--- src/rtl/mvau_weight_streamer.sv ---
`default_nettype none
// ============================================================================
// Module   : mvau_weight_streamer
// Brief    : Run-time loadable multi-bank MVAU weight memory. Weights load over
//            AXI-Stream and stream back out with wrapping addressing.
// Revision : 1.0 - initial release
// ============================================================================
module mvau_weight_streamer #(
    parameter int PE           = 2,
    parameter int SIMD         = 2,
    parameter int TW           = 4,
    parameter int WMEM_DEPTH   = 4,
    parameter int WMEM_ADDR_BW = 2
) (
    input  logic                      aclk,
    input  logic                      aresetn,
    input  logic                      load_start,
    input  logic                      strm_en,
    output logic                      load_done,
    output logic                      busy,
    input  logic                      s_wld_tvalid,
    output logic                      s_wld_tready,
    input  logic [SIMD*TW-1:0]        s_wld_tdata,
    output logic                      m_wgt_tvalid,
    input  logic                      m_wgt_tready,
    output logic [PE*SIMD*TW-1:0]     m_wgt_tdata,
    output logic                      m_wgt_tlast
);

    localparam int c_WORD_W  = SIMD * TW;
    localparam int c_VEC_W   = PE * c_WORD_W;
    localparam int c_BANK_BW = (PE > 1) ? $clog2(PE) : 1;
    localparam logic [c_BANK_BW-1:0]    c_LAST_BANK = c_BANK_BW'(PE - 1);
    localparam logic [WMEM_ADDR_BW-1:0] c_LAST_ADDR = WMEM_ADDR_BW'(WMEM_DEPTH - 1);

    typedef enum logic [1:0] {
        S_IDLE   = 2'd0,
        S_LOAD   = 2'd1,
        S_STREAM = 2'd2,
        S_DRAIN  = 2'd3
    } state_t;

    state_t                    r_state;
    state_t                    w_state_nxt;
    logic [c_BANK_BW-1:0]      r_ld_bank;
    logic [WMEM_ADDR_BW-1:0]   r_ld_addr;
    logic                      r_load_done;
    logic [WMEM_ADDR_BW-1:0]   r_rd_addr;
    logic                      r_rd_vld;
    logic                      r_rd_last;
    logic [c_VEC_W-1:0]        w_rd_data;
    logic [c_VEC_W-1:0]        r_fifo_data [2];
    logic [1:0]                r_fifo_last;
    logic                      r_wptr;
    logic                      r_rptr;
    logic [1:0]                r_fifo_cnt;
    logic                      w_ld_hs;
    logic                      w_ld_last;
    logic                      w_pop;
    logic                      w_issue;

    // ------------------------------------------------------------------ FSM
    always_ff @(posedge aclk or negedge aresetn) begin
        if (!aresetn) begin
            r_state <= S_IDLE;
        end else begin
            r_state <= w_state_nxt;
        end
    end

    always_comb begin
        w_state_nxt  = r_state;
        busy         = (r_state != S_IDLE);
        s_wld_tready = (r_state == S_LOAD);
        case (r_state)
            S_IDLE: begin
                if (load_start) begin
                    w_state_nxt = S_LOAD;
                end else if (strm_en) begin
                    w_state_nxt = S_STREAM;
                end
            end
            S_LOAD:   if (w_ld_last) w_state_nxt = S_IDLE;
            S_STREAM: if (!strm_en) w_state_nxt = S_DRAIN;
            S_DRAIN:  if (!r_rd_vld && (r_fifo_cnt == 2'd0)) w_state_nxt = S_IDLE;
            default:  w_state_nxt = S_IDLE;
        endcase
    end

    // ------------------------------------------------------------- Load path
    assign w_ld_hs   = s_wld_tready && s_wld_tvalid;
    assign w_ld_last = w_ld_hs && (r_ld_bank == c_LAST_BANK) && (r_ld_addr == c_LAST_ADDR);
    assign load_done = r_load_done;

    // Beats rotate across banks first, so beat k lands in bank k%PE, word k/PE.
    always_ff @(posedge aclk or negedge aresetn) begin
        if (!aresetn) begin
            r_ld_bank   <= '0;
            r_ld_addr   <= '0;
            r_load_done <= 1'b0;
        end else begin
            r_load_done <= w_ld_last;
            if (r_state != S_LOAD) begin
                r_ld_bank <= '0;
                r_ld_addr <= '0;
            end else if (w_ld_hs) begin
                if (r_ld_bank == c_LAST_BANK) begin
                    r_ld_bank <= '0;
                    r_ld_addr <= (r_ld_addr == c_LAST_ADDR) ? '0 : r_ld_addr + 1'b1;
                end else begin
                    r_ld_bank <= r_ld_bank + 1'b1;
                end
            end
        end
    end

    // ----------------------------------------------------------- Bank RAMs
    for (genvar p = 0; p < PE; p++) begin : g_bank
        logic [c_WORD_W-1:0] r_mem [WMEM_DEPTH];
        logic [c_WORD_W-1:0] r_rd_word;

        always_ff @(posedge aclk) begin
            if (w_ld_hs && (r_ld_bank == c_BANK_BW'(p))) begin
                r_mem[r_ld_addr] <= s_wld_tdata;
            end
            if (w_issue) begin
                r_rd_word <= r_mem[r_rd_addr];
            end
        end

        assign w_rd_data[p*c_WORD_W +: c_WORD_W] = r_rd_word;
    end

    // ------------------------------------------------------------ Read path
    // A beat leaving this cycle frees its slot in time for a read issued now,
    // which is what keeps a 2-entry buffer at one beat per cycle.
    assign w_pop   = m_wgt_tvalid && m_wgt_tready;
    assign w_issue = (r_state == S_STREAM) && strm_en &&
                     ((3'(r_fifo_cnt) + 3'(r_rd_vld)) < (3'd2 + 3'(w_pop)));

    always_ff @(posedge aclk or negedge aresetn) begin
        if (!aresetn) begin
            r_rd_addr <= '0;
            r_rd_vld  <= 1'b0;
            r_rd_last <= 1'b0;
        end else begin
            r_rd_vld <= w_issue;
            if (w_issue) begin
                r_rd_last <= (r_rd_addr == c_LAST_ADDR);
                r_rd_addr <= (r_rd_addr == c_LAST_ADDR) ? '0 : r_rd_addr + 1'b1;
            end else if (r_state != S_STREAM) begin
                r_rd_addr <= '0;
            end
        end
    end

    // ------------------------------------------------------- Output skid FIFO
    always_ff @(posedge aclk or negedge aresetn) begin
        if (!aresetn) begin
            for (int i = 0; i < 2; i++) begin
                r_fifo_data[i] <= '0;
            end
            r_fifo_last <= '0;
            r_wptr      <= 1'b0;
            r_rptr      <= 1'b0;
            r_fifo_cnt  <= 2'd0;
        end else begin
            if (r_rd_vld) begin
                r_fifo_data[r_wptr] <= w_rd_data;
                r_fifo_last[r_wptr] <= r_rd_last;
                r_wptr              <= ~r_wptr;
            end
            if (w_pop) begin
                r_rptr <= ~r_rptr;
            end
            case ({r_rd_vld, w_pop})
                2'b10:   r_fifo_cnt <= r_fifo_cnt + 2'd1;
                2'b01:   r_fifo_cnt <= r_fifo_cnt - 2'd1;
                default: r_fifo_cnt <= r_fifo_cnt;
            endcase
        end
    end

    assign m_wgt_tvalid = (r_fifo_cnt != 2'd0);
    assign m_wgt_tdata  = r_fifo_data[r_rptr];
    assign m_wgt_tlast  = r_fifo_last[r_rptr];

endmodule
`default_nettype wire
--- config.mk ---
export PLATFORM = sky130hd
export DESIGN_NAME = mvau_weight_streamer
export DESIGN_NICKNAME = d
export VERILOG_FILES = /design/src/rtl/mvau_weight_streamer.sv
export SDC_FILE = /design/constraint.sdc
export NUM_CORES = 1
export LEC_CHECK = 0
export BUFFER_PORTS_ARGS = -buffer_cell sky130_fd_sc_hd__buf_2
export CAP_MARGIN = 10
export CORE_MARGIN = 8
export CORE_UTILIZATION = 45
export CTS_BUF_LIST = sky130_fd_sc_hd__clkbuf_2 sky130_fd_sc_hd__clkbuf_4 sky130_fd_sc_hd__clkbuf_8
export DETAILED_ROUTE_END_ITERATION = 10
export GPL_ROUTABILITY_DRIVEN = 0
export PLACE_DENSITY = 0.71
export REMOVE_ABC_BUFFERS = 1
export SYNTH_ARGS = -nofsm -noshare
export SYNTH_HDL_FRONTEND = slang
export SYNTH_SLANG_ARGS = --single-unit
--- constraint.sdc ---
create_clock -name aclk -period 3.67 [get_ports aclk]
set_input_delay 0.1835 -clock aclk [delete_from_list [all_inputs] [get_ports aclk]]
set_output_delay 0.1835 -clock aclk [all_outputs]
set_load 0.02 [all_outputs]
==> reports/summary.txt <==
status = complete, but fails checks
failing checks = negative hold slack
CTS root buf = clkbuf_8
filler instances = 885
Worst-Skew Late Latency = 0.42 ns
cell with the most instances after synthesis = edfxtp_1
vias in the first global route = 2,708
final hold violations = 33
row cnt = 38
post-synth top area share = 47.5%
grt ovf = 0
final wirelength = 8400 µm
largest net degree at the start of global routing = 49
# IOs = 35
Yosys reg bits = 128
placed insts = 434
register area share after synthesis = 71.3%
Die ar. = 0.0149 mm²
Worst-Margin Slew = 1.09 ns
Setup crit start kind = flip-flop
Post-synth EDFFs = 80
clk slew on worst S/H paths = 0.06 ns
final net count = 336
Mapped Cells = 268
Tcrit/Tclk final = 56.4%
core area = 0.0109 mm²
Yosys cell types = 33
setup slack after layout = 1.60 ns
Post-DP Area = 0.00534 mm²
post-route cell area = 0.00570 mm²
leading area contributor after synthesis = edfxtp_1
CTS Buffer Depth = 2
hold slack = -0.0425 ns
top_reg_cell synth = edfxtp_1
RSZ-0062 raised after global routing = no
Pwr Density = 735 mW/mm²
Async SR Flop Fraction = 37.5%
worst path arrival time = 1.88 ns
relative slew slack = 27.7%
fmax = 0.483 GHz
Synth area leaders = edfxtp_1 48%, dfrtp_1 24%, mux2_2 8.9%
Pwr Total = 4.19 mW
worst hold path class = input pin to asynchronous set/reset pin
dpl ws = 1.67 ns
Syn Area/Cell = 18.9 µm²
CTS Buf Count = 17
layout cells sized above 1 = 39.4%
min Tclk post-route = 2.07 ns
# DRC = 0
CTS tree = built
buffers added on ports = 34
initial antenna violation count = 1
Post-synth top cells = 80 x edfxtp_1, 48 x dfrtp_1, 40 x mux2_2
Setup TNS Final = 0 ns
Pre-antenna DRT Iters = 4
Total GRT Usage = 12.5%
Yosys warning total = 0
post-cts sizing count = 0
ANT cells = 0
# setup viols final = 0
crit end category = output port
post-cts hold buffer count = 1
Util after Layout = 52.3%
VDD IR max = 0.265 mV
clk_skew = 0.00960 ns
Setup CP Type = flip-flop to output port
Die X-Extent = 122 µm
worst reg-to-reg setup slack = 1.74 ns
drt via density = 5.12
initial drt markers = 125
data required time of the critical path = 3.49 ns
ANT nets after route = 0
hpwl dp = 5500 µm
mapped cell area = 0.00505 mm²
first-pass GRT wire length = 13,800 µm
clock sinks = 128
Post-CTS Setup Inserts = 0
routed vias = 2,390
DR WL/cell = 18.0 µm
Post-Layout Cell Count = 467
crit-path max FO = 18
area delta synth->final = 12.7%
DIE HEIGHT = 122 µm
Pleak = 2.18 nW
max cap viols = 0
initial core utilization = 46.4%
Pins Over Slew Limit = 0
H-tree levels = 4
routing by layer:
metal	vias up	part of all wire, %	GRT usage, %
met1	1218	43	14.4
met2	50	51	20.1
met4	2	2.3	7.63
li1	1105	-	-
met3	15	3.8	4.07
met5	-	0.18	0
worst max-delay path, stage by stage (launching register included):
cell     delay, ns
dfrtp_1       0.88
mux2_2        0.42
buf_2         0.16
path summary, 6_finish.rpt:
path                                                   from  cells past startpoint                          endpoint
worst max-delay path                     r_rptr$_DFFE_PN0N_                      2                    m_wgt_tdata[3]
worst min-delay path                                aresetn                      1        r_fifo_data[4]$_DFFE_PN0P_
worst max register to register     r_rd_addr[0]$_DFFE_PN0P_                      1  g_bank[1].r_rd_word[2]$_DFFE_PP_
worst min register to register  r_fifo_data[24]$_DFFE_PN0P_                      1       r_fifo_data[24]$_DFFE_PN0P_
max in group asynchronous                           aresetn                      1         r_fifo_cnt[1]$_DFFE_PN0P_
min in group aclk                            s_wld_tdata[3]                      1   g_bank[0].r_mem[0][3]$_DFFE_PP_
flip-flops by register name (all words and copies together) (netlist names):
register	cells
g_bank.r_rd_word	16
r_rd_addr	2
r_fifo_cnt	2
g_bank.r_mem	64
r_wptr	1
r_rd_vld	1
r_state	2
r_ld_addr	2
r_rptr	1
r_fifo_last	2
load_done	1
r_fifo_data	32
r_ld_bank	1
r_rd_last	1
report_power, final:
part / leakage (nW) / total, mW / internal, mW / switching [mW]
clock network: 0.187 / 1.06 / 0.578 / 0.485
logic: 0.670 / 1.05 / 0.540 / 0.515
registers: 1.33 / 2.07 / 1.84 / 0.229
cells in the final DEF, fill, tap and decap left out, types with 2 or more instances in the layout:
master / count
a21oi_1: 2
and2_1: 8
buf_2: 34
clkbuf_4: 5
clkbuf_8: 18
clkinv_1: 3
clkinv_2: 4
dfrtp_1: 48
edfxtp_1: 80
ha_1: 8
inv_1: 4
mux2_1: 10
mux2_2: 40
mux2_4: 2
mux2i_1: 2
mux4_2: 16
nand2_1: 9
nand2b_1: 2
nand3_1: 2
nor2_1: 5
o21ai_0: 2
or2_2: 2
xnor2_1: 4
xor2_1: 2
final cells by class:
class / count / area (µm²) / area share [%]
Clock buffer: 23 / 285 / 5.01
Inverter: 5 / 18.8 / 0.329
Multi-Input combinational cell: 127 / 1370 / 24.0
Sequential cell: 128 / 3600 / 63.2
Tap cell: 140 / 175 / 3.07
Clock inverter: 9 / 68.8 / 1.21
Timing Repair Buffer: 35 / 180 / 3.16
cell families after synthesis:
family | synth area share (%)
DFF | 71.3
muxes | 19.3
and+or+nand+nor | 3.99
buffers and inverters | 1.66
adders and majority gates | 1.98
AOI/OAI and AO/OA | 0.792
xor gates and xnor gates | 1.04
Note: power is estimated with default switching activity, not from simulation.
